### src/rtl/level_sequencer_pkg.sv
// Shared types and widths for the block-stacker level controller.
// Optional retry support is enabled with the LEVEL_RETRY_EN macro (see level_sequencer).
package level_pkg;

  localparam int LEVEL_W  = 4;
  localparam int BLOCKS_W = 3;
  localparam int PERIOD_W = 26;

  typedef enum logic [1:0] {
    WAIT,
    PLAY,
    WIN,
    OVER
  } state_t;

  // Subtract with a floor; never wraps below zero or below the floor.
  function automatic logic [PERIOD_W-1:0] sat_sub(
    input logic [PERIOD_W-1:0] value,
    input logic [PERIOD_W-1:0] step,
    input logic [PERIOD_W-1:0] floor
  );
    logic [PERIOD_W-1:0] diff;
    diff = value - step;
    if ((value < step) || (diff < floor)) begin
      sat_sub = floor;
    end else begin
      sat_sub = diff;
    end
  endfunction

endpackage

### src/rtl/level_sequencer_if.sv
// Handshake/status bundle between the level sequencer and the row mover/draw FSM.
interface level_sequencer_if;
  import level_pkg::*;

  logic                go;
  logic                place_done;
  logic [BLOCKS_W-1:0] hit_blocks;
  logic [PERIOD_W-1:0] speed_count;
  logic [BLOCKS_W-1:0] num_blocks;
  logic [LEVEL_W-1:0]  curr_level;
  logic                active;
  logic                level_up;
  logic                game_won;
  logic                game_over;

  modport master (
    output go, place_done, hit_blocks,
    input  speed_count, num_blocks, curr_level, active, level_up, game_won, game_over
  );

  modport slave (
    input  go, place_done, hit_blocks,
    output speed_count, num_blocks, curr_level, active, level_up, game_won, game_over
  );

endinterface

### src/rtl/level_sequencer_period_gen.sv
// Block step period register: loads the level-1 period, then shortens by a
// fixed step on every level advance, saturating at a floor.
module level_period_gen
  import level_pkg::*;
#(
  parameter int BASE_PERIOD = 50_000_000,
  parameter int PERIOD_STEP = 5_000_000,
  parameter int MIN_PERIOD  = 10_000_000
) (
  input  logic                clk,
  input  logic                resetn,
  input  logic                i_load,
  input  logic                i_step,
  output logic [PERIOD_W-1:0] o_speedCount
);

  localparam logic [PERIOD_W-1:0] BASE_P = PERIOD_W'(BASE_PERIOD);
  localparam logic [PERIOD_W-1:0] STEP_P = PERIOD_W'(PERIOD_STEP);
  localparam logic [PERIOD_W-1:0] MIN_P  = PERIOD_W'(MIN_PERIOD);

  logic [PERIOD_W-1:0] r_period;

  always_ff @(posedge clk) begin
    if (!resetn || i_load) begin
      r_period <= BASE_P;
    end else if (i_step) begin
      r_period <= sat_sub(r_period, STEP_P, MIN_P);
    end
  end

  assign o_speedCount = r_period;

endmodule

### src/rtl/level_sequencer.sv
// Game-level controller for the block stacker: level, speed and row width per level.
// Define LEVEL_RETRY_EN to grant RETRIES extra attempts on a missed row.
module level_sequencer
  import level_pkg::*;
#(
  parameter int NUM_LEVELS   = 15,
  parameter int BASE_PERIOD  = 50_000_000,
  parameter int PERIOD_STEP  = 5_000_000,
  parameter int MIN_PERIOD   = 10_000_000,
  parameter int MAX_BLOCKS   = 3,
  parameter int SHRINK_EVERY = 5
`ifdef LEVEL_RETRY_EN
  , parameter int RETRIES    = 2
`endif
) (
  input logic               clk,
  input logic               resetn,
  level_sequencer_if.slave  bus
);

  localparam int SHRINK_W = $clog2(SHRINK_EVERY + 1);
  localparam logic [LEVEL_W-1:0]  LAST_LEVEL  = LEVEL_W'(NUM_LEVELS);
  localparam logic [LEVEL_W-1:0]  FIRST_LEVEL = LEVEL_W'(1);
  localparam logic [BLOCKS_W-1:0] FULL_ROW    = BLOCKS_W'(MAX_BLOCKS);
  localparam logic [BLOCKS_W-1:0] ONE_BLOCK   = BLOCKS_W'(1);
  localparam logic [SHRINK_W-1:0] SHRINK_LAST = SHRINK_W'(SHRINK_EVERY - 1);

`ifdef LEVEL_RETRY_EN
  localparam int LIVES_W = (RETRIES > 0) ? $clog2(RETRIES + 1) : 1;
  localparam logic [LIVES_W-1:0] FULL_LIVES = LIVES_W'(RETRIES);
  logic [LIVES_W-1:0] r_lives, w_nextLives;
`endif

  state_t              r_state, w_nextState;
  logic [LEVEL_W-1:0]  r_level, w_nextLevel;
  logic [BLOCKS_W-1:0] r_numBlocks, w_nextBlocks;
  logic [BLOCKS_W-1:0] r_cap, w_nextCap;
  logic [SHRINK_W-1:0] r_shrinkCnt, w_nextShrink;
  logic                r_active, r_levelUp, r_won, r_over;
  logic                w_levelUp, w_load, w_step;
  logic [BLOCKS_W-1:0] w_hitClamped, w_capAfter, w_advBlocks;
  logic                w_shrinkWrap;
  logic [PERIOD_W-1:0] w_speedCount;

  // A hit wider than the moving row cannot happen physically; clamp it.
  assign w_hitClamped = (bus.hit_blocks > r_numBlocks) ? r_numBlocks : bus.hit_blocks;
  assign w_shrinkWrap = (r_shrinkCnt == SHRINK_LAST);
  assign w_capAfter   = (w_shrinkWrap && (r_cap > ONE_BLOCK)) ? (r_cap - ONE_BLOCK) : r_cap;
  assign w_advBlocks  = (w_hitClamped < w_capAfter) ? w_hitClamped : w_capAfter;

  always_comb begin
    w_nextState  = r_state;
    w_nextLevel  = r_level;
    w_nextBlocks = r_numBlocks;
    w_nextCap    = r_cap;
    w_nextShrink = r_shrinkCnt;
    w_levelUp    = 1'b0;
    w_load       = 1'b0;
    w_step       = 1'b0;
`ifdef LEVEL_RETRY_EN
    w_nextLives  = r_lives;
`endif
    case (r_state)
      WAIT: begin
        if (bus.go) w_nextState = PLAY;
      end
      PLAY: begin
        if (bus.place_done) begin
          if (bus.hit_blocks != '0) begin
            if (r_level < LAST_LEVEL) begin
              w_nextState  = WAIT;
              w_nextLevel  = r_level + FIRST_LEVEL;
              w_levelUp    = 1'b1;
              w_step       = 1'b1;
              w_nextShrink = w_shrinkWrap ? '0 : (r_shrinkCnt + SHRINK_W'(1));
              w_nextCap    = w_capAfter;
              w_nextBlocks = w_advBlocks;
            end else begin
              w_nextState = WIN;
            end
          end else begin
`ifdef LEVEL_RETRY_EN
            if (r_lives != '0) begin
              w_nextState  = WAIT;
              w_nextLives  = r_lives - LIVES_W'(1);
              w_nextBlocks = r_cap;
            end else begin
              w_nextState = OVER;
            end
`else
            w_nextState = OVER;
`endif
          end
        end
      end
      WIN, OVER: begin
        if (bus.go) begin
          w_nextState  = WAIT;
          w_nextLevel  = FIRST_LEVEL;
          w_nextBlocks = FULL_ROW;
          w_nextCap    = FULL_ROW;
          w_nextShrink = '0;
          w_load       = 1'b1;
`ifdef LEVEL_RETRY_EN
          w_nextLives  = FULL_LIVES;
`endif
        end
      end
      default: w_nextState = WAIT;
    endcase
  end

  // Status flags are registered from the next state so they line up with it.
  always_ff @(posedge clk) begin
    if (!resetn) begin
      r_state     <= WAIT;
      r_level     <= FIRST_LEVEL;
      r_numBlocks <= FULL_ROW;
      r_cap       <= FULL_ROW;
      r_shrinkCnt <= '0;
      r_active    <= 1'b0;
      r_levelUp   <= 1'b0;
      r_won       <= 1'b0;
      r_over      <= 1'b0;
`ifdef LEVEL_RETRY_EN
      r_lives     <= FULL_LIVES;
`endif
    end else begin
      r_state     <= w_nextState;
      r_level     <= w_nextLevel;
      r_numBlocks <= w_nextBlocks;
      r_cap       <= w_nextCap;
      r_shrinkCnt <= w_nextShrink;
      r_active    <= (w_nextState == PLAY);
      r_levelUp   <= w_levelUp;
      r_won       <= (w_nextState == WIN);
      r_over      <= (w_nextState == OVER);
`ifdef LEVEL_RETRY_EN
      r_lives     <= w_nextLives;
`endif
    end
  end

  level_period_gen #(
    .BASE_PERIOD (BASE_PERIOD),
    .PERIOD_STEP (PERIOD_STEP),
    .MIN_PERIOD  (MIN_PERIOD)
  ) u_periodGen (
    .clk          (clk),
    .resetn       (resetn),
    .i_load       (w_load),
    .i_step       (w_step),
    .o_speedCount (w_speedCount)
  );

  assign bus.speed_count = w_speedCount;
  assign bus.num_blocks  = r_numBlocks;
  assign bus.curr_level  = r_level;
  assign bus.active      = r_active;
  assign bus.level_up    = r_levelUp;
  assign bus.game_won    = r_won;
  assign bus.game_over   = r_over;

endmodule
### src/flat_wrapper.sv
// flat-port wrapper written by rule: the top's interface ports become plain ports
module level_sequencer_flat import level_pkg::*;
#(
  parameter int NUM_LEVELS   = 15,
  parameter int BASE_PERIOD  = 50_000_000,
  parameter int PERIOD_STEP  = 5_000_000,
  parameter int MIN_PERIOD   = 10_000_000,
  parameter int MAX_BLOCKS   = 3,
  parameter int SHRINK_EVERY = 5

)
  (clk, resetn, bus_go, bus_place_done, bus_hit_blocks, bus_speed_count, bus_num_blocks, bus_curr_level, bus_active, bus_level_up, bus_game_won, bus_game_over);
  level_sequencer_if bus_i ();
  input logic clk;
  input logic resetn;
  input wire logic [$bits(bus_i.go)-1:0] bus_go;
  input wire logic [$bits(bus_i.place_done)-1:0] bus_place_done;
  input wire logic [$bits(bus_i.hit_blocks)-1:0] bus_hit_blocks;
  output wire logic [$bits(bus_i.speed_count)-1:0] bus_speed_count;
  output wire logic [$bits(bus_i.num_blocks)-1:0] bus_num_blocks;
  output wire logic [$bits(bus_i.curr_level)-1:0] bus_curr_level;
  output wire logic [$bits(bus_i.active)-1:0] bus_active;
  output wire logic [$bits(bus_i.level_up)-1:0] bus_level_up;
  output wire logic [$bits(bus_i.game_won)-1:0] bus_game_won;
  output wire logic [$bits(bus_i.game_over)-1:0] bus_game_over;
  assign bus_i.go = bus_go;
  assign bus_i.place_done = bus_place_done;
  assign bus_i.hit_blocks = bus_hit_blocks;
  assign bus_speed_count = bus_i.speed_count;
  assign bus_num_blocks = bus_i.num_blocks;
  assign bus_curr_level = bus_i.curr_level;
  assign bus_active = bus_i.active;
  assign bus_level_up = bus_i.level_up;
  assign bus_game_won = bus_i.game_won;
  assign bus_game_over = bus_i.game_over;
  level_sequencer #(.NUM_LEVELS(NUM_LEVELS), .BASE_PERIOD(BASE_PERIOD), .PERIOD_STEP(PERIOD_STEP), .MIN_PERIOD(MIN_PERIOD), .MAX_BLOCKS(MAX_BLOCKS), .SHRINK_EVERY(SHRINK_EVERY)) u_core (.clk(clk), .resetn(resetn), .bus(bus_i));
endmodule
### config.mk
export PLATFORM = sky130hd
export DESIGN_NAME = level_sequencer_flat
export DESIGN_NICKNAME = d
export VERILOG_FILES = /design/src/rtl/level_sequencer_pkg.sv /design/src/rtl/level_sequencer_if.sv /design/src/rtl/level_sequencer_period_gen.sv /design/src/rtl/level_sequencer.sv /design/src/flat_wrapper.sv
export SDC_FILE = /design/constraint.sdc
export NUM_CORES = 1
export LEC_CHECK = 0
export ABC_CLOCK_PERIOD_IN_PS = 4300
export BUFFER_PORTS_ARGS = -buffer_cell sky130_fd_sc_hd__buf_2
export CORE_MARGIN = 2
export CORE_UTILIZATION = 52
export CTS_CLUSTER_SIZE = 10
export DETAILED_ROUTE_END_ITERATION = 6
export HOLD_SLACK_MARGIN = 0.05
export PLACE_DENSITY = 0.84
export SETUP_SLACK_MARGIN = 0.02
export SYNTH_ARGS = -nofsm -noshare
export SYNTH_HDL_FRONTEND = slang
export SYNTH_SLANG_ARGS = --single-unit
### constraint.sdc
create_clock -name clk -period 4.3 [get_ports clk]
set_input_delay 0.43 -clock clk [delete_from_list [all_inputs] [get_ports clk]]
set_output_delay 0.43 -clock clk [all_outputs]
set_load 0.05 [all_outputs]
==> impl_metrics.tcl <==
set metrics [dict create \
    p_per_area_nw_per_um2 278 \
    dieArea_um2 5970 \
    path_delay_family "compound AO/OA/AOI/OAI gates" \
    yosys_warnings 0 \
    period_share 0.728 \
    synth_area_leader_cell "dfxtp_1" \
    htreeDepth 2 \
    post-route-util 0.591 \
    drt-wirelength-per-cell_um 15.9 \
    irDropWorstVdd_v 0.000122 \
    tightest_slew_ns 0.691 \
    synthTopCellsByArea "dfxtp_1 28%, ha_1 4.9%, a21oi_1 4.5%, nor2_1 4.3%, nand2_1 3.9%" \
    relSlewSlack 0.539 \
    drt_iter0_markers 254 \
    gp_congestion 0.924 \
    cts_hold_buf 0 \
    post_cts_buffers 0 \
    synth_flop_cell "dfxtp_1" \
    rows 26 \
    dpl_worst_slack_ns 1.22 \
    yosysTopAreaCellShare 0.280 \
    cp_slowest_cell "dfxtp_1" \
    final_nets 397 \
    grt_pass1_vias 2583 \
    cts_buffer_depth 2 \
    cts.clk_slew.worst_paths_ns 0.08 \
    ant_nets 0 \
    crit_path_end_kind "flip-flop" \
    ys_types 67 \
    drtPass1Iterations 5 \
    ys_seq_area_frac 0.280 \
    finalSetupViolCount 0 \
    synth_edf_count 0 \
    core_area_um2 5140 \
    dp_hpwl_um 5080 \
    initial_core_util 0.543 \
    ys_async_sr_fraction 0 \
    yosys-top-cells-count "39 x dfxtp_1, 32 x nor2_1, 29 x nand2_1, 25 x a21oi_1, 24 x inv_1" \
    slew_viol_final 0 \
    max-cap-violations 0 \
    outcome "completed" \
    critPathRequiredTime_ns 4.49 \
    die_h_um 77.3 \
    fin_tns_setup_ns 0 \
    worst-path-buf-inv 1 \
    rsz0062_at_grt "no" \
    period_needed_ns 3.13 \
    leakage_nw 1.31 \
    cp.arrival_ns 3.32 \
    crit_chain "inv_1, ha_1, nand4b_4, a211o_1, a2111o_1, o211ai_2, o31ai_2, o21ba_4, a21oi_2, a32o_1" \
    syn_area_um2 2790 \
    fmax_ghz 0.319 \
    critPathMaxFanout 12 \
    grt_max_degree 23 \
    cts_resized 0 \
    synth_most_common_cell "dfxtp_1" \
    grt_use_total 0.241 \
    avgSynthCellArea_um2 7.90 \
    antenna_found_initial 0 \
    critical_path.max_stage_delay_ns 0.47 \
    routed_wl_um 7140 \
    cts_sinks 39 \
    viasPerCell 6.24 \
    whs_ns 0.483 \
    area_growth_pct 8.79 \
    syn_inst 353 \
    synth.ff_latch_count 39 \
    skew_ns 0.0101 \
    fin_area_um2 3040 \
    hp-class "in -> reg" \
    vias 2808 \
    num_antenna_cells 0 \
    ioPinCount 44 \
    die_w_um 77.3 \
    grt_overflow 0 \
    drc 0 \
    numCtsBuffers 5 \
    clock_latency_ns 0.30 \
    grt_pass1_wl_um 11900 \
    ctsRootBufferMaster "clkbuf_8" \
    dpl_cell_area_um2 2950 \
    finalHoldViolCount 0 \
    cp-start-kind "flip-flop" \
    cts_tree "yes" \
    setup_ws_ns 1.17 \
    critPathKind "reg -> reg" \
    drive_gt1_frac 0.179 \
    portBuffers 37 \
]
## registers in the layout (all words and copies together) (netlist names)
signal / cells
u_core.bus.curr_level: 4
u_core.bus.num_blocks: 3
u_core.bus.game_over: 1
u_core.bus.game_won: 1
u_core.bus.active: 1
u_core.r_state: 2
u_core.r_cap: 3
u_core.bus.level_up: 1
u_core.r_shrinkCnt: 3
u_core.u_periodGen.o_speedCount: 20
## per-stage QoR
step	cells	power (mW)
after CTS	450	0.844
after detailed placement	442	0.596
final	450	0.843
after global placement	442	0.591
after floorplan	358	0.560
after global routing	450	0.879
## cell usage in the layout, fill, tap and decap left out, types with 3 or more instances in the layout
| cell type | netlist | routed |
|---|---|---|
| nor3_1 | 12 | 11 |
| nand3_1 | 10 | 10 |
| xor2_1 | 3 | 3 |
| conb_1 | 1 | 6 |
| o211a_1 | 4 | 4 |
| clkbuf_8 | 0 | 5 |
| nor2_1 | 32 | 32 |
| mux2_2 | 3 | 3 |
| a22oi_1 | 3 | 3 |
| a31oi_1 | 6 | 6 |
| a32oi_1 | 4 | 4 |
| a211o_1 | 5 | 5 |
| nor2b_1 | 9 | 9 |
| a211oi_1 | 5 | 5 |
| and3_1 | 4 | 4 |
| nand2_1 | 29 | 29 |
| or3_1 | 4 | 4 |
| mux2i_1 | 6 | 6 |
| nand4_1 | 6 | 6 |
| a32o_1 | 5 | 5 |
| inv_1 | 24 | 24 |
| a21oi_1 | 25 | 25 |
| o211ai_2 | 3 | 3 |
| a21boi_0 | 4 | 4 |
| nor3_2 | 3 | 4 |
| dfxtp_1 | 39 | 39 |
| o21ai_0 | 18 | 18 |
| and2_1 | 4 | 4 |
| buf_2 | 3 | 37 |
| xnor2_1 | 3 | 3 |
| o211ai_1 | 5 | 5 |
| ha_1 | 11 | 11 |
| o21a_1 | 3 | 3 |
## logic make-up (layout without fill, tap and decap cells)
| kind of cell | Yosys count | after routing | synth area share |
|---|---|---|---|
| AND/OR/NAND/NOR | 126 | 126 | 0.234 |
| AO/OA/AOI/OAI | 113 | 113 | 0.300 |
| buffers and inverters | 48 | 70 | 0.0839 |
| flip-flops | 39 | 39 | 0.280 |
| adder cells (fa/ha/maj) | 11 | 11 | 0.0493 |
| multiplexers | 9 | 9 | 0.0336 |
| XOR/XNOR | 6 | 6 | 0.0188 |
| other | 1 | 6 | 0.00134 |
## layer usage
layer  up-vias  routed length, um  GRT usage
li1       1342                  -          -
met3        15                566     0.0376
met5         -                  0          0
met1      1318               3180      0.321
met2       133               3280      0.388
met4         0                110     0.0982
## final timing paths
kind | start | end | slack [ns] | cells past startpoint
worst max-delay path | u_core.u_periodGen.o_speedCount[6] | u_core.u_periodGen.o_speedCount[8] | 1.17 | 10
worst min-delay path | bus_go | u_core.bus.game_over | 0.48 | 4
worst max register to register | u_core.u_periodGen.o_speedCount[6] | u_core.u_periodGen.o_speedCount[8] | 1.17 | 10
worst min register to register | u_core.r_shrinkCnt[1] | u_core.r_shrinkCnt[1] | 0.50 | 2
## report_power, final
| group | internal [mW] | switching, mW |
|---|---|---|
| Clock | 0.114 | 0.137 |
| Sequential | 0.373 | 0.0205 |
| Combinational | 0.0615 | 0.137 |
## tightest hold or removal path: cells and delay by family
kind / cells / cell delay, ns
mux: 1 / 0.07
simple gates: 1 / 0.08
buf+inv: 2 / 0.17
## area by class of cell
| cell class | count | area (um^2) |
|---|---|---|
| Clock buffer | 6 | 72.6 |
| Fill cell | 485 | 2100 |
| Sequential cell | 39 | 781 |
| Clock inverter | 2 | 12.5 |
| Multi-Input combinational cell | 271 | 1800 |
| Timing Repair Buffer | 38 | 193 |
| Tap cell | 70 | 87.6 |
| Inverter | 24 | 90.1 |
(Power assumes the default switching activity.)
